[src/rtl/bus_uart_pkg.sv]
// Shared definitions for the bus_uart slice: register offsets, STATUS bit
// positions and the common TX/RX frame state type.
package bus_uart_pkg;

   localparam logic [1:0] OFS_DATA = 2'd0;
   localparam logic [1:0] OFS_STAT = 2'd1;
   localparam logic [1:0] OFS_DIVL = 2'd2;
   localparam logic [1:0] OFS_DIVH = 2'd3;

   localparam int ST_TX_FULL   = 0;
   localparam int ST_TX_EMPTY  = 1;
   localparam int ST_RX_AVAIL  = 2;
   localparam int ST_RX_FULL   = 3;
   localparam int ST_OVERRUN   = 4;
   localparam int ST_FRAME_ERR = 5;
   localparam int ST_TX_BUSY   = 6;
   localparam int ST_LOOPBACK  = 7;

   typedef enum logic [1:0] {IDLE, START, DATA, STOP} uart_st_t;

   // Divider values 0 and 1 both mean one clock per bit.
   function automatic logic [15:0] eff_div(input logic [15:0] d);
      return (d < 16'd2) ? 16'd1 : d;
   endfunction

endpackage

[src/rtl/bus_uart_if.sv]
// CPU byte-bus bundle: valid/ready request, address/data, and the hit decode
// that lets the top mux this target against main memory.
interface bus_uart_if;

   logic        valid;
   logic        write;
   logic [15:0] addr;
   logic [7:0]  wdata;
   logic [7:0]  rdata;
   logic        ready;
   logic        hit;

   modport master (
      output valid, write, addr, wdata,
      input  rdata, ready, hit
   );

   modport slave (
      input  valid, write, addr, wdata,
      output rdata, ready, hit
   );

endinterface

[src/rtl/bus_uart_fifo.sv]
// DEPTH x 8 show-ahead FIFO. A push into a full FIFO is accepted only when a
// pop happens in the same cycle.
module bus_uart_fifo #(
   parameter int DEPTH = 4
) (
   input  logic       clk,
   input  logic       rstb,
   input  logic       push,
   input  logic       pop,
   input  logic [7:0] din,
   output logic [7:0] dout,
   output logic       full,
   output logic       empty
);

   localparam int AW = $clog2(DEPTH);

   logic [AW:0] wr_q, wr_d;
   logic [AW:0] rd_q, rd_d;
   logic [7:0]  mem_q [DEPTH];
   logic        do_push;
   logic        do_pop;

   assign empty   = (wr_q == rd_q);
   assign full    = (wr_q[AW] != rd_q[AW]) && (wr_q[AW-1:0] == rd_q[AW-1:0]);
   assign do_pop  = pop && !empty;
   assign do_push = push && (!full || do_pop);
   assign dout    = mem_q[rd_q[AW-1:0]];

   always_comb begin
      wr_d = wr_q;
      rd_d = rd_q;
      if (do_push) wr_d = wr_q + {{AW{1'b0}}, 1'b1};
      if (do_pop)  rd_d = rd_q + {{AW{1'b0}}, 1'b1};
   end

   always_ff @(posedge clk or negedge rstb) begin
      if (!rstb) begin
         wr_q <= '0;
         rd_q <= '0;
      end else begin
         wr_q <= wr_d;
         rd_q <= rd_d;
      end
   end

   always_ff @(posedge clk) begin
      if (do_push) mem_q[wr_q[AW-1:0]] <= din;
   end

endmodule

[src/rtl/bus_uart.sv]
// Memory-mapped 8N1 UART on the CPU byte bus: DATA/STATUS/DIV registers,
// buffered TX and RX. Define BUS_UART_LOOPBACK_EN for the STATUS[7] loopback.
module bus_uart
   import bus_uart_pkg::*;
#(
   parameter logic [15:0] BASE    = 16'h1010,
   parameter int          DEPTH   = 4,
   parameter logic [15:0] DIV_RST = 16'd434
) (
   input  logic      clk,
   input  logic      rstb,
   bus_uart_if.slave bus,
   output logic      txd,
   input  logic      rxd
);

   logic        ready_q, ready_d;
   logic [7:0]  rdata_q, rdata_d;
   logic [15:0] div_q, div_d;
   logic        overrun_q, overrun_d;
   logic        ferr_q, ferr_d;

   uart_st_t    tx_st_q, tx_st_d;
   logic [15:0] tx_cnt_q, tx_cnt_d;
   logic [7:0]  tx_sh_q, tx_sh_d;
   logic [2:0]  tx_bit_q, tx_bit_d;
   logic        txd_q, txd_d;

   logic        sync1_q, sync2_q, sync3_q;
   uart_st_t    rx_st_q, rx_st_d;
   logic [15:0] rx_cnt_q, rx_cnt_d;
   logic [7:0]  rx_sh_q, rx_sh_d;
   logic [2:0]  rx_bit_q, rx_bit_d;

   logic        tx_push, tx_pop, tx_full, tx_empty;
   logic [7:0]  tx_dout;
   logic        rx_push, rx_pop, rx_full, rx_empty;
   logic [7:0]  rx_dout;
   logic        rx_ovr_set, rx_ferr_set;

   logic        cap_rd, cap_wr;
   logic [1:0]  ofs;
   logic [15:0] div_e, half_e;
   logic [7:0]  status;
   logic        loop_en;
   logic        rx_src;

   assign bus.hit   = bus.valid && (bus.addr[15:2] == BASE[15:2]);
   assign bus.ready = ready_q;
   assign bus.rdata = rdata_q;

   assign ofs    = bus.addr[1:0];
   assign cap_rd = bus.hit && !ready_q && !bus.write;
   assign cap_wr = bus.hit && !ready_q && bus.write;

   assign div_e  = eff_div(div_q);
   assign half_e = ((div_e >> 1) == 16'd0) ? 16'd1 : (div_e >> 1);

`ifdef BUS_UART_LOOPBACK_EN
   logic loop_q, loop_d;

   always_comb begin
      loop_d = loop_q;
      if (cap_wr && ofs == OFS_STAT) loop_d = bus.wdata[ST_LOOPBACK];
   end

   always_ff @(posedge clk or negedge rstb) begin
      if (!rstb) loop_q <= 1'b0;
      else       loop_q <= loop_d;
   end

   assign loop_en = loop_q;
`else
   assign loop_en = 1'b0;
`endif

   // In loopback the RX path listens to the shifter and the pin stays idle.
   assign rx_src = loop_en ? txd_q : rxd;
   assign txd    = loop_en ? 1'b1 : txd_q;

   always_comb begin
      status               = '0;
      status[ST_TX_FULL]   = tx_full;
      status[ST_TX_EMPTY]  = tx_empty;
      status[ST_RX_AVAIL]  = !rx_empty;
      status[ST_RX_FULL]   = rx_full;
      status[ST_OVERRUN]   = overrun_q;
      status[ST_FRAME_ERR] = ferr_q;
      status[ST_TX_BUSY]   = (tx_st_q != IDLE);
      status[ST_LOOPBACK]  = loop_en;
   end

   bus_uart_fifo #(.DEPTH(DEPTH)) u_tx_fifo (
      .clk   (clk),
      .rstb  (rstb),
      .push  (tx_push),
      .pop   (tx_pop),
      .din   (bus.wdata),
      .dout  (tx_dout),
      .full  (tx_full),
      .empty (tx_empty)
   );

   bus_uart_fifo #(.DEPTH(DEPTH)) u_rx_fifo (
      .clk   (clk),
      .rstb  (rstb),
      .push  (rx_push),
      .pop   (rx_pop),
      .din   (rx_sh_q),
      .dout  (rx_dout),
      .full  (rx_full),
      .empty (rx_empty)
   );

   // Register file: every access is performed once, on the capture cycle.
   always_comb begin
      ready_d   = bus.hit;
      rdata_d   = rdata_q;
      div_d     = div_q;
      tx_push   = 1'b0;
      rx_pop    = 1'b0;
      overrun_d = overrun_q;
      ferr_d    = ferr_q;
      if (cap_rd) begin
         case (ofs)
            OFS_DATA: begin
               rdata_d = rx_empty ? 8'h00 : rx_dout;
               rx_pop  = !rx_empty;
            end
            OFS_STAT: rdata_d = status;
            OFS_DIVL: rdata_d = div_q[7:0];
            default:  rdata_d = div_q[15:8];
         endcase
      end
      if (cap_wr) begin
         case (ofs)
            OFS_DATA: tx_push = 1'b1;
            OFS_STAT: begin
               if (bus.wdata[ST_OVERRUN])   overrun_d = 1'b0;
               if (bus.wdata[ST_FRAME_ERR]) ferr_d    = 1'b0;
            end
            OFS_DIVL: div_d[7:0]  = bus.wdata;
            default:  div_d[15:8] = bus.wdata;
         endcase
      end
      if (rx_ovr_set)  overrun_d = 1'b1;
      if (rx_ferr_set) ferr_d    = 1'b1;
   end

   // TX: the counter is reloaded from DIV at each bit boundary.
   always_comb begin
      tx_st_d  = tx_st_q;
      tx_cnt_d = tx_cnt_q;
      tx_sh_d  = tx_sh_q;
      tx_bit_d = tx_bit_q;
      txd_d    = txd_q;
      tx_pop   = 1'b0;
      case (tx_st_q)
         IDLE: begin
            txd_d = 1'b1;
            if (!tx_empty) begin
               tx_pop   = 1'b1;
               tx_sh_d  = tx_dout;
               tx_cnt_d = div_e - 16'd1;
               tx_st_d  = START;
               txd_d    = 1'b0;
            end
         end
         START: begin
            if (tx_cnt_q == 16'd0) begin
               tx_st_d  = DATA;
               tx_cnt_d = div_e - 16'd1;
               tx_bit_d = 3'd0;
               txd_d    = tx_sh_q[0];
            end else begin
               tx_cnt_d = tx_cnt_q - 16'd1;
            end
         end
         DATA: begin
            if (tx_cnt_q == 16'd0) begin
               tx_cnt_d = div_e - 16'd1;
               if (tx_bit_q == 3'd7) begin
                  tx_st_d = STOP;
                  txd_d   = 1'b1;
               end else begin
                  tx_bit_d = tx_bit_q + 3'd1;
                  tx_sh_d  = {1'b0, tx_sh_q[7:1]};
                  txd_d    = tx_sh_q[1];
               end
            end else begin
               tx_cnt_d = tx_cnt_q - 16'd1;
            end
         end
         default: begin
            if (tx_cnt_q == 16'd0) begin
               if (!tx_empty) begin
                  tx_pop   = 1'b1;
                  tx_sh_d  = tx_dout;
                  tx_cnt_d = div_e - 16'd1;
                  tx_st_d  = START;
                  txd_d    = 1'b0;
               end else begin
                  tx_st_d = IDLE;
                  txd_d   = 1'b1;
               end
            end else begin
               tx_cnt_d = tx_cnt_q - 16'd1;
            end
         end
      endcase
   end

   // RX: half-bit wait after the start edge puts every sample mid-bit.
   always_comb begin
      rx_st_d     = rx_st_q;
      rx_cnt_d    = rx_cnt_q;
      rx_sh_d     = rx_sh_q;
      rx_bit_d    = rx_bit_q;
      rx_push     = 1'b0;
      rx_ovr_set  = 1'b0;
      rx_ferr_set = 1'b0;
      case (rx_st_q)
         IDLE: begin
            if (sync3_q && !sync2_q) begin
               rx_st_d  = START;
               rx_cnt_d = half_e - 16'd1;
            end
         end
         START: begin
            if (rx_cnt_q == 16'd0) begin
               if (sync2_q) begin
                  rx_st_d = IDLE;
               end else begin
                  rx_st_d  = DATA;
                  rx_cnt_d = div_e - 16'd1;
                  rx_bit_d = 3'd0;
               end
            end else begin
               rx_cnt_d = rx_cnt_q - 16'd1;
            end
         end
         DATA: begin
            if (rx_cnt_q == 16'd0) begin
               rx_sh_d  = {sync2_q, rx_sh_q[7:1]};
               rx_cnt_d = div_e - 16'd1;
               if (rx_bit_q == 3'd7) rx_st_d = STOP;
               else                  rx_bit_d = rx_bit_q + 3'd1;
            end else begin
               rx_cnt_d = rx_cnt_q - 16'd1;
            end
         end
         default: begin
            if (rx_cnt_q == 16'd0) begin
               rx_st_d = IDLE;
               if (sync2_q) begin
                  rx_push    = 1'b1;
                  rx_ovr_set = rx_full && !rx_pop;
               end else begin
                  rx_ferr_set = 1'b1;
               end
            end else begin
               rx_cnt_d = rx_cnt_q - 16'd1;
            end
         end
      endcase
   end

   always_ff @(posedge clk or negedge rstb) begin
      if (!rstb) begin
         ready_q   <= 1'b0;
         rdata_q   <= 8'h00;
         div_q     <= DIV_RST;
         overrun_q <= 1'b0;
         ferr_q    <= 1'b0;
         tx_st_q   <= IDLE;
         tx_cnt_q  <= '0;
         tx_sh_q   <= '0;
         tx_bit_q  <= '0;
         txd_q     <= 1'b1;
         sync1_q   <= 1'b1;
         sync2_q   <= 1'b1;
         sync3_q   <= 1'b1;
         rx_st_q   <= IDLE;
         rx_cnt_q  <= '0;
         rx_sh_q   <= '0;
         rx_bit_q  <= '0;
      end else begin
         ready_q   <= ready_d;
         rdata_q   <= rdata_d;
         div_q     <= div_d;
         overrun_q <= overrun_d;
         ferr_q    <= ferr_d;
         tx_st_q   <= tx_st_d;
         tx_cnt_q  <= tx_cnt_d;
         tx_sh_q   <= tx_sh_d;
         tx_bit_q  <= tx_bit_d;
         txd_q     <= txd_d;
         sync1_q   <= rx_src;
         sync2_q   <= sync1_q;
         sync3_q   <= sync2_q;
         rx_st_q   <= rx_st_d;
         rx_cnt_q  <= rx_cnt_d;
         rx_sh_q   <= rx_sh_d;
         rx_bit_q  <= rx_bit_d;
      end
   end

endmodule

[src/flat_wrapper.sv]
// flat-port wrapper written by rule: the top's interface ports become plain ports
module bus_uart_flat import bus_uart_pkg::*;
#(
   parameter logic [15:0] BASE    = 16'h1010,
   parameter int          DEPTH   = 4,
   parameter logic [15:0] DIV_RST = 16'd434
)
  (clk, rstb, txd, rxd, bus_valid, bus_write, bus_addr, bus_wdata, bus_rdata, bus_ready, bus_hit);
  bus_uart_if bus_i ();
  input  logic clk;
  input  logic rstb;
  output logic txd;
  input  logic rxd;
  input wire logic [$bits(bus_i.valid)-1:0] bus_valid;
  input wire logic [$bits(bus_i.write)-1:0] bus_write;
  input wire logic [$bits(bus_i.addr)-1:0] bus_addr;
  input wire logic [$bits(bus_i.wdata)-1:0] bus_wdata;
  output wire logic [$bits(bus_i.rdata)-1:0] bus_rdata;
  output wire logic [$bits(bus_i.ready)-1:0] bus_ready;
  output wire logic [$bits(bus_i.hit)-1:0] bus_hit;
  assign bus_i.valid = bus_valid;
  assign bus_i.write = bus_write;
  assign bus_i.addr = bus_addr;
  assign bus_i.wdata = bus_wdata;
  assign bus_rdata = bus_i.rdata;
  assign bus_ready = bus_i.ready;
  assign bus_hit = bus_i.hit;
  bus_uart #(.BASE(BASE), .DEPTH(DEPTH), .DIV_RST(DIV_RST)) u_core (.clk(clk), .rstb(rstb), .bus(bus_i), .txd(txd), .rxd(rxd));
endmodule
[config.mk]
export PLATFORM = sky130hd
export DESIGN_NAME = bus_uart_flat
export DESIGN_NICKNAME = d
export VERILOG_FILES = /design/src/rtl/bus_uart_pkg.sv /design/src/rtl/bus_uart_if.sv /design/src/rtl/bus_uart_fifo.sv /design/src/rtl/bus_uart.sv /design/src/flat_wrapper.sv
export SDC_FILE = /design/constraint.sdc
export NUM_CORES = 1
export LEC_CHECK = 0
export CORE_MARGIN = 10
export CORE_UTILIZATION = 40
export DETAILED_ROUTE_END_ITERATION = 7
export SETUP_SLACK_MARGIN = 0.1
export SYNTH_ARGS = -nofsm -noshare
export SYNTH_HDL_FRONTEND = slang
export SYNTH_SLANG_ARGS = --single-unit
[constraint.sdc]
create_clock -name clk -period 3.2 [get_ports clk]
set_input_delay 0.48 -clock clk [delete_from_list [all_inputs] [get_ports clk]]
set_output_delay 0.48 -clock clk [all_outputs]
set_load 0.05 [all_outputs]
### Word level (Yosys, flattened, before mapping)

Memories as Yosys holds them, arrays and structs flattened.
Cells that the tools add are included.

* input bits: 29
* bits in writable memories: 64
* memories: 2
* flip-flop bits (word level): 101
* output and inout bits: 11

* bitwise operators: 2
* equality and inequality tests: 28
* reduce and logical (&&, ||, !) cells: 54
* muxes and demuxes: 76
* $lt $le $gt $ge: 1
* $add $sub $neg: 10

Memories
* u_core.u_rx_fifo.mem_q: words 4, width 8, rd ports 1, clocked after memory_dff 0, write ports 1, RTL line bus_uart_fifo.sv:20 `logic [7:0] mem_q [DEPTH];`
* u_core.u_tx_fifo.mem_q: words 4, width 8, rd ports 1, clocked after memory_dff 0, write ports 1, RTL line bus_uart_fifo.sv:20

Operators with widths (number)
* 16-bit 2-to-1 mux: 9
* 16-bit by 1-bit subtractor with 16-bit output, second input constant: 4
* 16-bit logical NOT: 3
* 16-bit one-hot mux with 3 select lines: 1
* 8-bit one-hot mux with 3 select lines: 2
* 8-bit 2-to-1 mux: 5
* 1-bit 2-to-1 mux: 33
* 16-bit one-hot mux with 2 select lines: 1
* 2-bit 2-to-1 mux: 11
* 2-bit nonzero test: 11
* 3-bit 2-to-1 mux: 7
* 3-bit by 1-bit adder with 3-bit output, second input constant: 6
* 16-bit by 2-bit less-than comparator with 1-bit output, second input constant: 1
* 15-bit 2-to-1 mux: 1
* 5-bit AND reduction: 3
* 14-bit by 11-bit == test with 1-bit output, second input constant: 1
* 2-bit by 1-bit != test with 1-bit output, second input constant: 7
* 1-bit logical AND: 12
* 2-bit one-hot mux with 3 select lines: 2
* 3-bit one-hot mux with 2 select lines: 2
* 3-bit AND reduction: 4
* 1-bit logical NOT: 8
* 2-bit != test, second input constant: 4
* 4-bit AND reduction: 2
* 16 further kinds: 31

### Logic depth before layout (Yosys ltp)

Gate-level depths: netlist (run 1).

* depth in word-level cells: 12
* gate-level depth with buffers: 12
* mapped depth without buffers: 11

### By module

From an unflattened synthesis (run 1), not the netlist that was laid out.

* cells, all modules: 899
* area total of the unflattened synthesis: 9648.0 um^2

Modules (own cells, without submodules)
* bus_uart: times used 1, cells each 729, area an instance 6442.4 um^2
* bus_uart_fifo: times used 2, cells each 85, area an instance 1602.8 um^2

### Worst setup path after synthesis (run 1)

Ideal clock, no wire load.

* path kind: input port to output port
* from: in bus_addr[8]
* to: out bus_hit
* path buffers: 0
* stages on the path: 3
* setup slack: 0.098 ns
* arrival time: 2.622 ns
* cell sequence: nor4_1 nand3_1 nor4b_1

* cells in the longest elaborated chain, start to end: 2

Ends and longest elaborated chain
* start, declared: RTL line flat_wrapper.sv:16 `input wire logic [$bits(bus_i.addr)-1:0] bus_addr;`
* 14-bit by 11-bit == test with 1-bit output: RTL line bus_uart.sv:48 `assign bus.hit = bus.valid && (bus.addr[15:2] == BASE[15:2]);`
* 1-bit logical AND: RTL line bus_uart.sv:48
* end, declared: RTL line flat_wrapper.sv:20 `output wire logic [$bits(bus_i.hit)-1:0] bus_hit;`

Every way passes these cells.

### Worst setup path in the final report (run 1)

* from: reg u_core.div_q[5]
* to: reg u_core.tx_cnt_q[12]

* cells in the longest elaborated chain, start to end: 6
* elaborated cells on any way between the ends: 7

Ends and longest elaborated chain
* start, declared: RTL line bus_uart.sv:19 `logic [15:0] div_q, div_d;`
* start signal, assigned: RTL line bus_uart.sv:290 `div_q <= div_d;`
* 16-bit by 2-bit less-than comparator with 1-bit output: RTL line bus_uart_pkg.sv:23 `return (d < 16'd2) ? 16'd1 : d;`
* 16-bit 2-to-1 mux *: RTL line bus_uart_pkg.sv:23
* 16-bit by 1-bit subtractor with 16-bit output *
* 16-bit 2-to-1 mux: RTL line bus_uart.sv:161, bus_uart.sv:196
* 16-bit 2-to-1 mux: RTL line bus_uart.sv:195 `if (tx_cnt_q == 16'd0) begin`
* 16-bit one-hot mux with 2 select lines *: RTL line bus_uart.sv:158 `case (tx_st_q)`
* via u_core.tx_cnt_d[12]: RTL line bus_uart.sv:24 `logic [15:0] tx_cnt_q, tx_cnt_d;`
* end signal, assigned: RTL line bus_uart.sv:294 `tx_cnt_q <= tx_cnt_d;`
* end, declared: RTL line bus_uart.sv:24

The timed path passes the listed nets; every way through them passes the cells marked *.
A chain may end at the register's enable or synchronous reset.

==> results of run 1 <==
area by class of cell:
class	count	area share [%]
multi-input cells	662	42.99
clock inverters	13	1.398
flip-flops and latches	165	39.86
well taps	319	3.567
repair buffers	89	7.022
inverters	30	1.006
clock buffers	19	4.148
logic make-up (layout without fill, tap and decap cells):
family	count (synthesis)	after routing	synth area share [%]
DFF	165	165	46.17
and+or+nand+nor	338	338	18.83
adders and majority gates	28	28	3.627
AOI/OAI and AO/OA	186	186	12.76
buffers and inverters	87	151	4.313
xor gates and xnor gates	54	54	4.974
muxes	56	56	9.325
path summary, 6_finish.rpt:
check                                            start                               to  slack (ns)
max in group asynchronous                         rstb  u_core.rx_cnt_q[10]$_DFFE_PN0P_        2.42
min in group clk              u_core.sync1_q$_DFF_PN1_         u_core.sync2_q$_DFF_PN1_        0.36
hold / removal                                    rstb    u_core.tx_sh_q[4]$_DFFE_PN0P_        0.05
hold reg to reg               u_core.sync1_q$_DFF_PN1_         u_core.sync2_q$_DFF_PN1_        0.36
setup / recovery           u_core.div_q[5]$_DFFE_PN1P_    u_core.tx_cnt_q[12]$_DFF_PN0_        0.28
setup reg to reg           u_core.div_q[5]$_DFFE_PN1P_    u_core.tx_cnt_q[12]$_DFF_PN0_        0.28
through the flow:
stage / power [mW] / instance area (um^2)
2_1_floorplan: 4.314 / 9667
3_3_place_gp: 4.744 / 10550
3_5_place_dp: 4.764 / 10550
4_1_cts: 6.922 / 11170
5_1_grt: 7.278 / 11190
6_report: 6.898 / 11190
synthesized netlist by cell type (17+ instances only):
library cell	instances	area, um^2
sky130_fd_sc_hd__a21oi_1	32	160.2
sky130_fd_sc_hd__xnor2_1	25	219.0
sky130_fd_sc_hd__dfrtp_1	92	2302
sky130_fd_sc_hd__ha_1	28	350.3
sky130_fd_sc_hd__xor2_1	28	245.2
sky130_fd_sc_hd__inv_1	30	112.6
sky130_fd_sc_hd__o21ai_0	50	250.2
sky130_fd_sc_hd__mux2_2	28	315.3
sky130_fd_sc_hd__nand4_1	18	112.6
sky130_fd_sc_hd__nand3_1	20	100.1
sky130_fd_sc_hd__nor2_1	66	247.7
sky130_fd_sc_hd__a31oi_1	17	106.4
sky130_fd_sc_hd__buf_2	20	100.1
sky130_fd_sc_hd__edfxtp_1	64	1922
sky130_fd_sc_hd__nor3_1	24	120.1
sky130_fd_sc_hd__nand2_1	110	412.9
sky130_fd_sc_hd__clkbuf_1	25	93.84
power breakdown:
part           internal (mW)  leakage [nW]  switching [mW]
clock network           1.18         0.303           0.961
logic                  0.858          2.38            1.04
registers               2.47          1.84           0.389
worst max-delay path, stage by stage, from the launching register on:
cell                       delay, ns
sky130_fd_sc_hd__dfstp_2        0.37
sky130_fd_sc_hd__nor4_1         0.41
sky130_fd_sc_hd__nand2_1        0.18
sky130_fd_sc_hd__o21bai_1       0.21
sky130_fd_sc_hd__inv_1          0.10
sky130_fd_sc_hd__ha_1           0.23
sky130_fd_sc_hd__nor3b_1        0.15
sky130_fd_sc_hd__buf_4          0.15
sky130_fd_sc_hd__nand3_1        0.10
sky130_fd_sc_hd__xor2_2         0.21
sky130_fd_sc_hd__a211oi_1       0.11
sky130_fd_sc_hd__or3_1          0.38
sky130_fd_sc_hd__a32o_1         0.21
per-layer routing:
metal	vias up	share of wire, %	global-route usage, %
met5	-	0	0
met4	0	1.4	4.627
met3	32	6.4	3.603
met2	241	47	26.27
met1	3657	45	22.16
li1	3481	-	-
what timing repair did:
item / CTS / global route
resized for setup: 0 / 3
buffers inserted: 0 / 0
hold buffers: 0 / 0
setup endpoints to repair: 0 / 6
endpoints found under the hold margin: 0 / 0
flip-flops by register name, summed over array words and instances, names as in the netlist, 2 cells and up:
signal	cells
u_core.tx_sh_q	8
u_core.rx_sh_q	8
u_core.u_rx_fifo.mem_q	32
u_core.rx_bit_q	3
u_core.tx_cnt_q	16
u_core.u_tx_fifo.rd_q	3
u_core.u_tx_fifo.wr_q	3
u_core.tx_st_q	2
u_core.tx_bit_q	3
u_core.u_rx_fifo.wr_q	3
u_core.div_q	16
u_core.u_rx_fifo.rd_q	3
u_core.rx_st_q	2
u_core.bus.rdata	8
u_core.rx_cnt_q	16
u_core.u_tx_fifo.mem_q	32
==> results summary, run 1 <==
The number of maximum-capacitance violations is 0. The area of the die is 0.03077 mm^2. The aggregate global routing overflow came out at 0. The number of diodes is 0. Power spread over the standard cell area amounts to 616.5 mW/mm^2.

The static leakage is 4.525 nW. The critical path required time came out at 3.52 ns. IR analysis of the VDD net gives a maximum drop of 0.0004392 V. The kind of critical path is reg -> reg. The core region area is 0.02361 mm^2.

The arrival time reported for the critical path endpoint is 3.24 ns. The main flop type after synthesis is sky130_fd_sc_hd__dfrtp_1. The top achievable clock speed came out at 0.3423 GHz.

After clock tree synthesis, the clock-pin slew on the worst setup and hold paths is 0.07 ns. The final count of negative-setup-slack endpoints came out at 0. The total number of nets in the final design came out at 1022. The area used by sequential logic in the layout is 0.004461 mm^2.

The number of DRC violations after detailed routing came out at 0. The setup slack after placement came out at 0.1715 ns. The maximum clock skew at final layout is 0.01492 ns. Leaving out fill and tap cells, the most frequent cells in the layout are sky130_fd_sc_hd__nand2_1, sky130_fd_sc_hd__dfrtp_1, sky130_fd_sc_hd__nor2_1. In the global route stage, overall resource usage came out at 16.50%. From synthesis to final layout, the design area changed by 15.83%. The final critical-path share of the clock period is 91.29%.

The end-of-flow core utilization is 47.39%. The number of global-route vias before repair is 7146. The clock passes through at most 2 buffers. The count of port buffers added during placement came out at 39. The height of the chip is 175.4 um.

Along the worst path, the maximum fanout reaches 5. The clock insertion delay at the later pin of the skew report is 0.44 ns. The initial antenna violation count came out at 0. The first-pass GRT wire length came out at 40810 um.

The number of flops mapped to enable cells by yosys came out at 64. The worst setup path is captured at a flop. The minimum clock period is 2.921 ns.

The worst hold slack after final layout is 0.04877 ns. Setup repair after global routing could not meet its margin everywhere. The clock tree synthesis step divided the H-tree into 4 levels.

The initial detailed-routing violation count came out at 587. The final weighted congestion in routability-driven placement came out at 0.9068. The average vias per placed instance came out at 5.714. After layout, the worst setup slack is 0.2786 ns. Clock tree synthesis found a total of 165 sinks. The total number of yosys warnings is 0.

The average routed wire per standard cell is 19.38 um. Clock tree synthesis selected as its root buffer the cell sky130_fd_sc_hd__clkbuf_16. After synthesis the netlist holds a flip-flop and latch count of 165. The total wire length is 25130 um.

The cell depth of the worst flop-to-flop path came out at 12. Detailed placement ended at an HPWL of 18120 um. The width of the chip came out at 175.4 um.

The post-synth design cell area came out at 0.009661 mm^2. The min-delay analysis places its worst path in the category in -> async. The ratio of cells with drive above 1 in the final layout is 18.10%. The total nets after synthesis came out at 971.

The number of buffers inserted during clock tree synthesis is 17. The largest net degree at the start of global routing is 45. In this run the remaining antenna-violating nets after routing total 0. 40 I/O pins were placed. The number of iterations in the first detailed-routing pass came out at 5. The filler-free cell count of the finished design came out at 1297. The transition time at the pin with the least slew margin came out at 0.7036 ns. The number of distinct library cell variants in the gate-level netlist after synthesis came out at 89. The share of the yosys chip area belonging to registers is 46.17%.

The final hold violation count is 0. The summed negative setup slack over all endpoints is 0 ns. The synthesized netlist cell count came out at 914. Leaving out fill and tap cells, the most frequent cell in the layout is sky130_fd_sc_hd__nand2_1. The multi-input combinational cell area came out at 0.004811 mm^2. The kind of launch point of the worst setup path is a flop. In this run the tightest slew margin relative to its limit is 53.09%. The number of vias in the routed layout came out at 7411. The floorplan has 56 rows. The layout has 2201 filler cells. The CTS tree is yes. The number of max-slew violations in the final report is 0. The flow ran to the end, and the final reports show no timing, DRC or antenna violations. Counting flops with an async set or reset pin after synthesis yields a share of 61.21%.

The initial core utilization is 40.91%. Averaged over all synthesized cells, the footprint is 10.57 um^2. Once placement completed, the tool counted placed cells totaling 1265.
Power figures use the tool's default switching activity.
==> inputs of run 2 (changes only) <==
CELL_PAD_IN_SITES_DETAIL_PLACEMENT = 0   (was default)
CELL_PAD_IN_SITES_GLOBAL_PLACEMENT = 1   (was default)
PLACE_DENSITY_LB_ADDON = 0.1   (was default)
==> run 2 against run 1 <==
Setup slack improved by 0.018 ns. Worst hold slack better by 0.038 ns. Via count hardly changed. Power about the same. Final area down 0.57%. Count of clock-buffer cells in the layout decreased by 2. Non-clock buffer count shrank 5. Critical path depth is 3 lower. Combinational power about the same. Core utilization is 0.27 points lower. Routed wire length grew 7.5%. Cell count down 0.39%.
==> results summary, run 2 (same netlist as run 1, synthesis figures left out) <==
The maximum clock skew at final layout was 0.02094 ns (+0.006014 ns). The cell sitting at the root of the clock tree is a sky130_fd_sc_hd__clkbuf_16. The largest net degree at the start of global routing is 50 (+11%). The total power after layout came out at 6.899 mW (about the same). The number of filler cells placed in the layout is 2243 (+1.9%). Setup repair after global routing left no endpoint under its margin. The initial core utilization is 40.91% (unchanged). The run finished with clean final reports. The design area came out at 0.01113 mm^2 (-0.57%). The number of maximum-capacitance violations is 0 (unchanged).

The number of buffers inserted during clock tree synthesis is 17 (unchanged). The maximum level of the CTS H-tree came out at 4 (unchanged). The number of iterations in the first detailed-routing pass came out at 5 (unchanged). The top achievable clock speed came out at 0.3444 GHz (+0.62%). The end-of-flow core utilization came to 47.12% (-0.27 points). The antenna violation net count after detailed routing was 0 (unchanged). The number of DRC violations after detailed routing is 0 (unchanged). The all-layer global routing usage is 17.94% (+1.4 points). The number of global-route vias before repair is 7575 (+6.0%). The average vias per placed instance is 5.741 (+0.48%). The initial antenna violation count came out at 0 (unchanged). The clock insertion delay at the later pin of the skew report is 0.44 ns (about the same).

By startpoint and endpoint, the worst setup path is classified as reg -> reg. The count of port buffers added during placement came out at 39 (unchanged). The library cells used most frequently in the layout, excluding fill and tap cells, are sky130_fd_sc_hd__nand2_1, sky130_fd_sc_hd__dfrtp_1, sky130_fd_sc_hd__nor2_1. The final count of negative-setup-slack endpoints was 0 (unchanged).

The aggregate global routing overflow is 0 (unchanged). The first-pass GRT wire length came out at 43670 um (+7.0%). The minimum clock period is 2.904 ns (-0.01790 ns). The setup slack of the critical path after layout is 0.2965 ns (+0.01789 ns). The final critical-path share of the clock period is 90.73% (-0.56 points). The ratio of cells with drive above 1 in the final layout came out at 17.68% (-0.42 points). The setup slack after placement is 0.1280 ns (-0.04352 ns). The core region area is 0.02361 mm^2 (unchanged).

The initial detailed-routing violation count came out at 575 (-2.0%). The arrival time reported for the critical path endpoint came out at 3.23 ns (about the same). The post-CTS resize count is 0 (unchanged). The placement row count came out at 56 (unchanged). The final weighted congestion in routability-driven placement was 0.9282 (+2.4%). The library cell used most frequently in the layout, excluding fill and tap cells, is sky130_fd_sc_hd__nand2_1. The clock transition at the register clock pins on the worst setup and hold paths after CTS came to 0.08 ns (about the same). The total of hold buffers inserted after clock tree synthesis came out at 0 (unchanged). The area of the die is 0.03077 mm^2 (unchanged). The filler-free cell count of the finished design is 1292 (-0.39%). The post-detailed-placement cell area was 0.01050 mm^2 (-0.47%). The placed instance count came out at 1260 (-0.40%). The buffer count from post-CTS setup fixing is 0 (unchanged). The critical path required time is 3.52 ns (about the same).

The final hold violation count is 0 (unchanged). The TritonCTS sink count was 165 (unchanged). The synthesis-to-finish area growth is 15.17%.

The total number of nets in the final design is 1017 (-0.49%). The maximum root-to-sink buffer count was 2 (unchanged). The summed negative setup slack over all endpoints came to 0 ns (unchanged).

The static leakage came out at 4.494 nW (-0.69%). The number of vias in the routed layout is 7418 (+0.094%). The average routed wire per standard cell came out at 20.91 um (+7.9%). The maximum fanout along the worst path came out at 10 (+5). The total wire length came out at 27010 um (+7.5%). The relative slew slack is 49.69% (-3.4 points). The number of primary I/O pins came out at 40 (unchanged). The worst setup path is launched from a flop.

The maximum VDD drop is 0.0003020 V (-31%). The number of max-slew violations in the final report came out at 0 (unchanged). The tightest min-delay check is of the in -> async type. The number of diodes came out at 0 (unchanged). The height of the chip came out at 175.4 um (unchanged). The width of the chip came to 175.4 um (unchanged).

The half-perimeter wire length after detailed placement came out at 19820 um (+9.4%). The transition time at the pin with the least slew margin came out at 0.7547 ns (+0.05105 ns). The worst hold slack after final layout is 0.08635 ns (+0.03758 ns). The power per standard cell area was 620.1 mW/mm^2 (+0.58%). TritonCTS built the clock tree. The worst setup path is captured at a flop.
## run 2: cell count changes in the layout (fill, tap and decap cells not counted), moves of 2 or more
cell | before | now
sky130_fd_sc_hd__clkinv_8 | 2 | 6
sky130_fd_sc_hd__xor2_2 | 3 | 1
sky130_fd_sc_hd__buf_4 | 50 | 46
sky130_fd_sc_hd__xor2_1 | 26 | 28
## run 2: power by group
group | switching (mW) | leakage (nW) | internal [mW]
Sequential | 0.395 | 1.84 | 2.47
Clock | 1.04 | 0.298 | 1.06
Combinational | 1.07 | 2.35 | 0.858
## run 2: critical path, cell delays in order, from the launching register on
cell and delay [ns]:
sky130_fd_sc_hd__dfstp_2 0.69, sky130_fd_sc_hd__nor4_2 0.10, sky130_fd_sc_hd__a41oi_1 0.36, sky130_fd_sc_hd__ha_1 0.26, sky130_fd_sc_hd__nor3b_1 0.26, sky130_fd_sc_hd__and2_1 0.25, sky130_fd_sc_hd__nor3b_1 0.27, sky130_fd_sc_hd__xor2_1 0.11
sky130_fd_sc_hd__o2bb2ai_1 0.14, sky130_fd_sc_hd__a221o_1 0.34
## run 2: per-layer routing
layer  vias to the layer above  GRT usage [%]  share of wire, %
met5                         -              0                 0
met4                         0          5.722               1.5
met3                        31          2.445               3.3
met2                       153          30.22                50
met1                      3765          23.37                45
li1                       3469              -                 -
## run 2: area by class of cell
cell class | instances | area, um^2 | area share [%]
clock buffer | 17 | 425.4 | 3.824
clock inverter | 15 | 185.2 | 1.664
multi-input combinational | 662 | 4807 | 43.21
inverter | 30 | 112.6 | 1.012
timing repair buffer | 84 | 735.7 | 6.613
tap | 319 | 399.1 | 3.587
sequential | 165 | 4461 | 40.09
## run 2: final timing paths
kind / startpoint / depth (start not counted) / slack, ns / endpoint
min in group clk: u_core.sync1_q$_DFF_PN1_ / 0 / 0.36 / u_core.sync2_q$_DFF_PN1_
max in group asynchronous: rstb / 2 / 2.32 / u_core.u_tx_fifo.wr_q[2]$_DFFE_PN0P_
hold / removal: rstb / 1 / 0.09 / u_core.tx_sh_q[5]$_DFFE_PN0P_
setup / recovery: u_core.div_q[4]$_DFFE_PN1P_ / 9 / 0.30 / u_core.rx_cnt_q[10]$_DFFE_PN0P_
hold reg to reg: u_core.sync1_q$_DFF_PN1_ / 0 / 0.36 / u_core.sync2_q$_DFF_PN1_
setup reg to reg: u_core.div_q[4]$_DFFE_PN1P_ / 9 / 0.30 / u_core.rx_cnt_q[10]$_DFFE_PN0P_
==> inputs of run 3 (changes only) <==
ABC_AREA = 1   (was default)
==> run 3 against run 2 <==
Sequential share of layout area decreased by 0.49 points. Setup slack improved by 0.14 ns. Final area increased by 1.2%. Worst hold slack improved by 0.027 ns. Count of clock-buffer cells in the layout unchanged. First-iteration DRC count decreased by 0.35%. Sequential cell count unchanged. Routed wire length increased by 4.1%. Non-clock buffer count decreased by 18. Largest power group unchanged. Clock power about the same. Highest routed layer unchanged.
==> results summary, run 3 <==
The flow ran to the end, and the final reports show no timing, DRC or antenna violations. The fraction of registers with async set or reset after synthesis was 61.21% (unchanged). The initial core utilization is 40.72% (-0.19 points).

The most used flip-flop cell after synthesis is sky130_fd_sc_hd__dfrtp_1. The number of buffers inserted during clock tree synthesis came out at 17 (unchanged). The kind of critical path is in -> out. The most common library cell in the layout ignoring fill and taps is sky130_fd_sc_hd__nand2_1. The minimum clock period came out at 2.768 ns (-0.1356 ns).

The number of flops mapped to enable cells by yosys came out at 64 (unchanged). The delay of the slowest cell on the worst path is 0.82 ns (+0.13 ns). The arrival time reported for the critical path endpoint is 2.29 ns (-0.94 ns).

The share of Yosys cell area claimed by the top area cell type came out at 23.25% (-0.58 points). The post-synthesis sequential element count is 165 (unchanged). The final hold violation count came out at 0 (unchanged).

TritonCTS built the clock tree. The fraction of met1 tracks used by global routing came out at 25.37% (+2.0 points). The static leakage came out at 5.098 nW (+13%). The power per standard cell area came out at 647.0 mW/mm^2 (+4.3%). The most frequently used cell type in the post-synthesis netlist is sky130_fd_sc_hd__nand2_1. The number of max-slew violations in the final report is 0 (unchanged). The total nets after synthesis is 1307 (+35%). The total number of yosys warnings was 0 (unchanged). The TritonCTS sink count was 165 (unchanged). The final weighted congestion in routability-driven placement is 0.9216 (-0.71%). The first-pass GRT wire length came to 45680 um (+4.6%). The setup slack of the critical path after layout came out at 0.4321 ns (+0.1356 ns). The busiest metal layer after global routing is met2. The average vias per placed instance came to 5.135 (-11%). The aggregate global routing overflow is 0 (unchanged). The total of hold buffers inserted after clock tree synthesis came out at 0 (unchanged). The worst setup path is captured at an output pin. The number of maximum-capacitance violations was 0 (unchanged). In this run the clock root is driven by a sky130_fd_sc_hd__clkbuf_16.

The share of the yosys chip area belonging to registers is 45.04% (-1.1 points). The synthesized netlist cell count was 1250 (+37%). The per-instance average area after synthesis is 7.923 um^2 (-25%). The number of DRC violations after detailed routing is 0 (unchanged). The summed negative setup slack over all endpoints is 0 ns (unchanged). STA classifies the critical path startpoint as an input port. The antenna violation net count after detailed routing was 0 (unchanged).

The clock transition at the register clock pins on the worst setup and hold paths after CTS came out at 0.08 ns (about the same). The final count of negative-setup-slack endpoints is 0 (unchanged). The total number of nets in the final design came to 1348 (+33%). The relative slew slack is 43.55% (-6.1 points). The count of port buffers added during placement came out at 39 (unchanged). The commonest cells after synthesis are sky130_fd_sc_hd__nand2_1, sky130_fd_sc_hd__o21ai_0, sky130_fd_sc_hd__nor2_1, sky130_fd_sc_hd__inv_1, sky130_fd_sc_hd__nand3_1. The post-synth design cell area is 0.009903 mm^2 (+2.5%). The setup slack after placement is 0.3300 ns (+0.2021 ns). The slowest stage of the critical path belongs to the cell sky130_fd_sc_hd__clkdlybuf4s50_1. The combined buffer and inverter count along the critical path is 3 (+3). The top achievable clock speed came out at 0.3613 GHz (+4.9%). The cell that appears most often on the critical path is sky130_fd_sc_hd__clkdlybuf4s50_1. The maximum root-to-sink buffer count is 2 (unchanged). The half-perimeter wire length after detailed placement is 20390 um (+2.9%). The average routed wire per standard cell came to 17.27 um (-17%).

The min-delay analysis places its worst path in the category in -> async. The transition time at the pin with the least slew margin came to 0.8467 ns (+0.09203 ns). The maximum VDD drop came out at 0.0006176 V (+100%).

The number of global-route vias before repair came out at 8148 (+7.6%). Ranked by total cell area, the synthesized netlist is headed by sky130_fd_sc_hd__dfrtp_1, sky130_fd_sc_hd__edfxtp_1, sky130_fd_sc_hd__nand2_1. The met2 track demand over resource came out at 29.92% (-0.30 points). The top cell types in the final layout, fill and taps aside, are sky130_fd_sc_hd__nand2_1, sky130_fd_sc_hd__o21ai_0, sky130_fd_sc_hd__nor2_1.

The initial detailed-routing violation count is 573 (-0.35%). The area of the die is 0.03145 mm^2 (+2.2%). The largest net degree at the start of global routing came to 62 (+24%). The maximum level of the CTS H-tree is 4 (unchanged). From synthesis to final layout, the design area changed by 13.73%.

The critical path required time is 2.72 ns (-0.80 ns). The initial antenna violation count came to 0 (unchanged). Setup repair after global routing left no endpoint under its margin. The buffer count from post-CTS setup fixing was 0 (unchanged). The number of primary I/O pins came out at 40 (unchanged). The total power after layout is 7.288 mW (+5.6%). The all-layer global routing usage is 18.30% (+0.36 points). The post-CTS resize count came out at 0 (unchanged). The height of the chip is 177.3 um (+1.1%). The final critical-path share of the clock period is 86.50% (-4.2 points). The maximum clock skew at final layout is 0.01542 ns (-0.005518 ns). The core region area is 0.02432 mm^2 (+3.0%). The maximum fanout along the worst path came to 2 (-8). The met3 routing resource usage after global routing came out at 2.444% (about the same).

The number of filler cells placed in the layout is 2415 (+7.7%). The number of iterations in the first detailed-routing pass came to 5 (unchanged). The clock insertion delay at the later pin of the skew report is 0.44 ns (about the same). The kind of cell adding the most delay to the critical path is buffers and inverters. The placement row count is 57 (+1.8%). The number of vias in the routed layout is 8360 (+13%).

The number of distinct library cell variants in the gate-level netlist after synthesis is 49 (-45%). The critical path goes through clkdlybuf4s50_1 > or2_1 > nor3_2 > nand2_2 > inv_1 > clkdlybuf4s50_1. The total wire length is 28110 um (+4.1%).

The width of the chip came out at 177.3 um (+1.1%). The ratio of cells with drive above 1 in the final layout came out at 9.893% (-7.8 points). The worst hold slack after final layout is 0.1129 ns (+0.02651 ns). The number of diodes came out at 0 (unchanged).

Summed over all instances, the cell type with the most area after synthesis is sky130_fd_sc_hd__dfrtp_1.
[run 3: changes by cell type after synthesis, sizes merged, moves of 10 or more]
cell / delta
a31oi: -13
and2: -15
inv: +89
mux2: -21
mux4: -22
nand2: +245
nand3: +80
nor2: +72
nor3: -20
nor4: -15
o211ai: +10
o21ai: +86
xnor2: -14
[run 3: cell type report]
class | instances | area [um^2] | area share (%)
Timing Repair Buffer | 66 | 603.1 | 5.354
Sequential cell | 165 | 4461 | 39.60
Clock inverter | 15 | 165.2 | 1.466
Tap cell | 324 | 405.4 | 3.599
Multi-Input combinational cell | 919 | 4746 | 42.14
Clock buffer | 17 | 425.4 | 3.777
Inverter | 122 | 457.9 | 4.066
[run 3: kinds of logic after synthesis]
family	Yosys count	synth area share, %
AOI/OAI and AO/OA	215	12.07
xor gates and xnor gates	38	3.361
adders and majority gates	28	3.538
buffers and inverters	166	7.037
DFF	165	45.04
muxes	7	0.7960
and+or+nand+nor	631	28.16
[run 3: metal layers]
metal  wire (um)  part of all wire (%)  vias up
li1            -                     -     4214
met1       13540                    48     4001
met2       13370                    48      128
met3         981                   3.5       17
met5           0                     0        -
met4         214                  0.76        0
[run 3: power by group]
part           switching, mW  internal (mW)
combinational           1.59          0.883
sequential             0.261           2.47
clock                   1.04           1.05
total                   2.88           4.40
[run 3: metrics by stage]
stage	area [um^2]	cells	utilization, %
2_1_floorplan	9903	1250	-
4_1_cts	11260	1628	46.31
6_report	11260	1628	46.31
3_3_place_gp	10670	1596	43.89
3_5_place_dp	10670	1596	43.89
5_1_grt	11260	1628	46.31
[run 3: path summary, 6_finish.rpt]
path | startpoint | to | slack [ns] | depth (start not counted)
worst min register to register | u_core.sync1_q$_DFF_PN1_ | u_core.sync2_q$_DFF_PN1_ | 0.36 | 0
worst max register to register | u_core.div_q[10]$_DFFE_PN0P_ | u_core.tx_cnt_q[4]$_DFF_PN0_ | 0.52 | 14
worst min-delay path | rstb | u_core.tx_sh_q[5]$_DFFE_PN0P_ | 0.11 | 1
min in group clk | u_core.sync1_q$_DFF_PN1_ | u_core.sync2_q$_DFF_PN1_ | 0.36 | 0
max in group asynchronous | rstb | u_core.u_rx_fifo.wr_q[2]$_DFFE_PN0P_ | 2.34 | 2
worst max-delay path | bus_addr[15] | bus_hit | 0.43 | 6
